File: src/rtl/spram_pkg.sv
// Shared constants and requester encoding for the SPRAM arbiter slice.
package spram_pkg;

   localparam int SPRAM_ADDR_W = 14;
   localparam int SPRAM_DATA_W = 16;
   localparam logic [3:0] SPRAM_MASK_ALL = 4'b1111;

   // Requester identity, also used as the "last granted" record.
   typedef enum logic {
      REQ_A = 1'b0,
      REQ_B = 1'b1
   } req_id_t;

   // Burst counter increment that sticks at all-ones instead of wrapping.
   function automatic logic [7:0] sat_inc8(input logic [7:0] v);
      return (v == 8'hFF) ? v : v + 8'd1;
   endfunction

endpackage

File: src/rtl/rr_lock_arb2.sv
// Two-way round-robin arbiter with a burst lock that is capped at
// MAX_BURST consecutive grants while the other side is waiting.
module rr_lock_arb2
   import spram_pkg::*;
#(
   parameter int MAX_BURST = 8
) (
   input  logic clk,
   input  logic reset,
   input  logic a_req,
   input  logic a_lock,
   input  logic b_req,
   input  logic b_lock,
   output logic a_gnt,
   output logic b_gnt,
   output logic last
);

   localparam logic [7:0] MAX_BURST_8 = 8'(MAX_BURST);

   req_id_t    last_q;
   logic       lock_active;
   logic [7:0] burst_cnt;

   req_id_t    pick;
   logic       any_gnt;
   logic       win_lock;
   logic       other_req;
   logic [7:0] run_len;

   // Choose the winner from the live requests and the registered history.
   always_comb begin
      // NOTE: every signal gets a default first so no path leaves it unassigned (no latch).
      pick      = REQ_A;
      win_lock  = 1'b0;
      other_req = 1'b0;
      run_len   = 8'd1;

      if (a_req && !b_req) begin
         pick = REQ_A;
      end else if (b_req && !a_req) begin
         pick = REQ_B;
      end else if (lock_active) begin
         pick = last_q;
      end else begin
         pick = (last_q == REQ_A) ? REQ_B : REQ_A;
      end

      win_lock  = (pick == REQ_A) ? a_lock : b_lock;
      other_req = (pick == REQ_A) ? b_req  : a_req;

      // A run continues only if the same side was also accepted last cycle.
      if (pick == last_q && burst_cnt != 8'd0) begin
         run_len = sat_inc8(burst_cnt);
      end

      // NOTE: reset is folded into the grant combinationally so it drops the
      // grant the instant reset rises, not at the next clock edge.
      any_gnt = (a_req || b_req) && !reset;
      a_gnt   = any_gnt && (pick == REQ_A);
      b_gnt   = any_gnt && (pick == REQ_B);
   end

   // Track last winner, run length and whether the winner keeps the lock.
   always_ff @(posedge clk or posedge reset) begin
      if (reset) begin
         // NOTE: sequential state uses non-blocking assignments only.
         last_q      <= REQ_B;
         lock_active <= 1'b0;
         burst_cnt   <= 8'd0;
      end else if (any_gnt) begin
         last_q      <= pick;
         burst_cnt   <= run_len;
         lock_active <= win_lock && ((run_len < MAX_BURST_8) || !other_req);
      end else begin
         lock_active <= 1'b0;
         burst_cnt   <= 8'd0;
      end
   end

   assign last = last_q;

endmodule

File: src/rtl/spram_arbiter.sv
// Shares one single-ported SPRAM between requesters A and B: grant logic,
// address/data mux toward the RAM, and a one-cycle tagged read return.
module spram_arbiter
   import spram_pkg::*;
#(
   parameter int ADDR_W    = SPRAM_ADDR_W,
   parameter int DATA_W    = SPRAM_DATA_W,
   parameter int MAX_BURST = 8
) (
   input  logic              clk,
   input  logic              reset,
   input  logic              a_req,
   input  logic              a_lock,
   input  logic              a_we,
   input  logic [ADDR_W-1:0] a_addr,
   input  logic [DATA_W-1:0] a_wdata,
   input  logic [3:0]        a_mask,
   output logic              a_gnt,
   output logic              a_rvalid,
   input  logic              b_req,
   input  logic              b_lock,
   input  logic              b_we,
   input  logic [ADDR_W-1:0] b_addr,
   input  logic [DATA_W-1:0] b_wdata,
   input  logic [3:0]        b_mask,
   output logic              b_gnt,
   output logic              b_rvalid,
   output logic [DATA_W-1:0] rdata,
   output logic [ADDR_W-1:0] ram_addr,
   output logic [DATA_W-1:0] ram_wdata,
   output logic [3:0]        ram_mask,
   output logic              ram_we,
   output logic              ram_cs,
   input  logic [DATA_W-1:0] ram_rdata
);

   logic last;
   logic sel_b;

   rr_lock_arb2 #(
      .MAX_BURST (MAX_BURST)
   ) u_arb (
      .clk    (clk),
      .reset  (reset),
      .a_req  (a_req),
      .a_lock (a_lock),
      .b_req  (b_req),
      .b_lock (b_lock),
      .a_gnt  (a_gnt),
      .b_gnt  (b_gnt),
      .last   (last)
   );

   // Steer the granted side onto the RAM; when idle the address follows
   // the last winner and no write can occur.
   always_comb begin
      sel_b     = b_gnt ? 1'b1 : (a_gnt ? 1'b0 : (last == REQ_B));
      ram_cs    = a_gnt || b_gnt;
      ram_addr  = sel_b ? b_addr  : a_addr;
      ram_wdata = sel_b ? b_wdata : a_wdata;
      ram_we    = 1'b0;
      ram_mask  = 4'b0000;
      if (a_gnt) begin
         ram_we   = a_we;
         ram_mask = a_mask;
      end else if (b_gnt) begin
         ram_we   = b_we;
         ram_mask = b_mask;
      end
      rdata = ram_rdata;
   end

   // Accepted reads return on the following cycle, tagged by requester.
   always_ff @(posedge clk or posedge reset) begin
      if (reset) begin
         a_rvalid <= 1'b0;
         b_rvalid <= 1'b0;
      end else begin
         a_rvalid <= a_gnt && !a_we;
         b_rvalid <= b_gnt && !b_we;
      end
   end

endmodule

File: config.mk
export PLATFORM = sky130hd
export DESIGN_NAME = spram_arbiter
export DESIGN_NICKNAME = d
export VERILOG_FILES = /design/src/rtl/spram_pkg.sv /design/src/rtl/rr_lock_arb2.sv /design/src/rtl/spram_arbiter.sv
export SDC_FILE = /design/constraint.sdc
export NUM_CORES = 1
export LEC_CHECK = 0
export ABC_AREA = 0
export BUFFER_PORTS_ARGS = -buffer_cell sky130_fd_sc_hd__buf_2
export CAP_MARGIN = 20
export CELL_PAD_IN_SITES_DETAIL_PLACEMENT = 0
export CELL_PAD_IN_SITES_GLOBAL_PLACEMENT = 1
export CORE_MARGIN = 2
export CORE_UTILIZATION = 24
export CTS_CLUSTER_SIZE = 25
export DETAILED_ROUTE_END_ITERATION = 8
export HOLD_SLACK_MARGIN = 0.02
export PLACE_DENSITY_LB_ADDON = 0.2
export SLEW_MARGIN = 20
export SYNTH_ARGS = -nofsm -noshare
export SYNTH_HDL_FRONTEND = slang
export SYNTH_SLANG_ARGS = --single-unit
export TNS_END_PERCENT = 30
File: constraint.sdc
create_clock -name clk -period 6.4 [get_ports clk]
set_input_delay 1.28 -clock clk [delete_from_list [all_inputs] [get_ports clk]]
set_output_delay 1.28 -clock clk [all_outputs]
set_load 0.01 [all_outputs]
==> results.md <==
- Status: complete, no violations
- Setup Buffers After CTS: 0
- Die Wd: 78.1 um
- Rows: 26
- Iteration-0 DRC Markers: 31
- Largest cells by area after synthesis: mux2_2 (22%), dfrtp_1 (21%), buf_4 (9.1%)
- Setup Skew: ~0.0019 ns
- Setup slack after layout: 2.02 ns
- Min-delay worst type: flip-flop to flip-flop
- TritonCTS clock tree: done
- Main combinational cell family by area after synthesis: multiplexers
- Post-synthesis mux area share: 0.310
- Final cell count without fillers: 312
- Clock buffer depth: 2
- Critical path class: input pin to output pin
- Number of global-route vias before repair: approximately 1400
- Commonest non-fill, non-tap cell in the layout: buf_2
- First-pass GRT wire length: 6690 um
- Worst-Skew Late Latency: 0.24 ns
- Largest net degree at the start of global routing: 31
- Post-Synthesis Cell Area: 0.00132 mm2
- Layout Nets: 337
- Crit. End Element: output pin
- Hold-fix buffers, CTS: 0
- Compound-Gate Fraction of Synth Area: 0.0855
- Root Driver: clkbuf_8
- Routability Congestion: 0.744
- Area of the core: 0.00520 mm2
- Detail Placement HPWL: 3570 um
- Switch Pwr: 0.0000937 W
- Placed Cells: 308
- Setup TNS: 0 ns
- Total CTS buffers: 3
- Synthesized Nets: 240
- Grt total ovfl: 0
- Post-Synth XOR/XNOR Area: 0.0256
- Setup slack at placement: 1.94 ns
- Final WL: ~4200 um
- Crit path max fanout: 30
- Clk slew on worst S/H paths: 0.05 ns
- Synthesized area per cell: 9.02 um2
- Port bufs: about 120
- Yosys top cell area share: 0.222
- Via count: 1392
- Synth Instances: 146
- Synth Area in Simple Gates: 0.169
- FFs w/ async S/R, synth: 1.00
- CTS HTree Levels: 1
- ANT cells: 0
- Tmin final: 4.38 ns
- Netlist cell types: 35
- Die H: ~80 um
- GRT Overall Usage: 0.137
- RSZ-0062 raised after global routing: no
- Gate power share: 0.472
- Peak supply drop: 0.0000581 V
- Synth Area in Adders: 0.0275
- Max_cap viols: 0
- Part of the cycle the worst path needs: 0.685
- Int Pwr: 0.000195 W
- Area delta synth->final: 40.9%
- Startpoint Class: input pin
- IO Count: 148
- Max Slew Vio Count: 0
- Sequential area share after synthesis: 0.229
- FMAX: 0.228 GHz
- Post-CTS sizing: 0
- Share of post-route cells with drive strength above 1: 0.624
- Number of nets with antenna violations after routing: 0
- FF+latch count, synth: 12
- Drc violations: 0
- Starting Density: 0.253
- Sequential share of power: 0.288
- Most frequent cells in the layout: buf_2 (115), mux2_2 (26), nor2_1 (16), dfrtp_1 (11)
- Synth Flop Type: dfrtp_1
- EDFF count, synth: 0
- Worst EP arrival: 3.10 ns
- Pre-antenna DRT Iters: 4
- Switching share of power: 0.325
- Full die area: 0.00610 mm2
- Antenna violations before repair: 0
- Dominant cell type by area after synthesis: mux2_2
- Final Hold Violating Endpoints: 0
- Post-DR wirelength/cell: 13.4 um
- Power Density: 155 mW/mm2
- # clock sinks: 12
- Max-slew headroom: 0.682
- Clock group share of total power: 0.239
- Leak: 0.985 nW
- Worst Tran Pin Value: 0.477 ns
- Synth warn: 0
- # setup viols final: 0
- WP data required: 5.12 ns
- Via density: 4.46
-- stage by stage --
step	hold WS [ns]	power [W]	cell area [um2]	util
after floorplan	0.560	0.000179	1320	-
after global placement	0.583	0.000223	1810	0.348
after detailed placement	0.576	0.000223	1810	0.348
after CTS	0.582	0.000294	1860	0.357
after global routing	0.631	0.000310	1860	0.357
final	0.582	0.000289	1860	0.357
-- path summary, 6_finish.rpt --
kind / from / end / slack [ns] / cells after the start
setup / recovery: reset / ram_addr[9] / 2.02 / 7
hold / removal: u_arb.last / u_arb.last / 0.58 / 2
setup reg to reg: u_arb.burst_cnt[0] / u_arb.burst_cnt[0] / 4.64 / 5
hold reg to reg: u_arb.last / u_arb.last / 0.58 / 2
max in group asynchronous: reset / u_arb.last / 4.97 / 2
min in group asynchronous: reset / u_arb.lock_active / 1.08 / 2
-- per-layer routing --
metal  GRT usage  share of wire
met1       0.143           0.37
met2       0.249           0.51
met3      0.0621           0.12
met4      0.0316         0.0050
met5           0              0
-- worst max-delay path: stages --
cell and delay (ns):
buf_2 0.12, inv_1 0.36, o21ai_2 0.24, a21oi_2 0.20, buf_4 0.36, mux2_2 0.40, buf_2 0.14
-- power by group through the flow --
stage	Sequential [W]	Combinational [W]	Clock, W
after global placement	0.0000846	0.000138	0
after floorplan	0.0000839	0.0000949	0
final	0.0000832	0.000136	0.0000691
after CTS	0.0000832	0.000139	0.0000716
after global routing	0.0000837	0.000150	0.0000765
after detailed placement	0.0000842	0.000139	0
-- kinds of logic after synthesis --
group / after synthesis
fa+ha+maj: 3
simple gates: 46
xor+xnor: 3
flops: 12
buf+inv: 31
compound gates: 14
mux: 37
-- synth_stat cells, types with 2 or more instances --
| master | n |
|---|---|
| a21oi_1 | 2 |
| a31oi_1 | 2 |
| and2_1 | 2 |
| and3_1 | 5 |
| buf_2 | 3 |
| buf_4 | 16 |
| buf_6 | 3 |
| clkbuf_1 | 2 |
| dfrtp_1 | 11 |
| ha_1 | 2 |
| inv_1 | 7 |
| mux2_1 | 4 |
| mux2_2 | 26 |
| mux2i_1 | 7 |
| nand2_1 | 7 |
| nand3_1 | 4 |
| nand4_1 | 3 |
| nor2_1 | 16 |
| nor3_1 | 5 |
| nor3b_1 | 3 |
| xnor2_1 | 2 |
-- registers in the layout, summed over array words and instances (netlist names) --
| name | count |
|---|---|
| u_arb.burst_cnt | 8 |
| a_rvalid | 1 |
| b_rvalid | 1 |
| u_arb.last | 1 |
| u_arb.lock_active | 1 |
-- area by class of cell --
class | count | area, um2
Clock buffer | 4 | 45.0
Fill cell | 556 | 3350
Inverter | 7 | 26.3
Multi-Input combinational cell | 103 | 813
Sequential cell | 12 | 302
Tap cell | 70 | 87.6
Timing Repair Buffer | 116 | 583
Power figures use the tool's default switching activity.
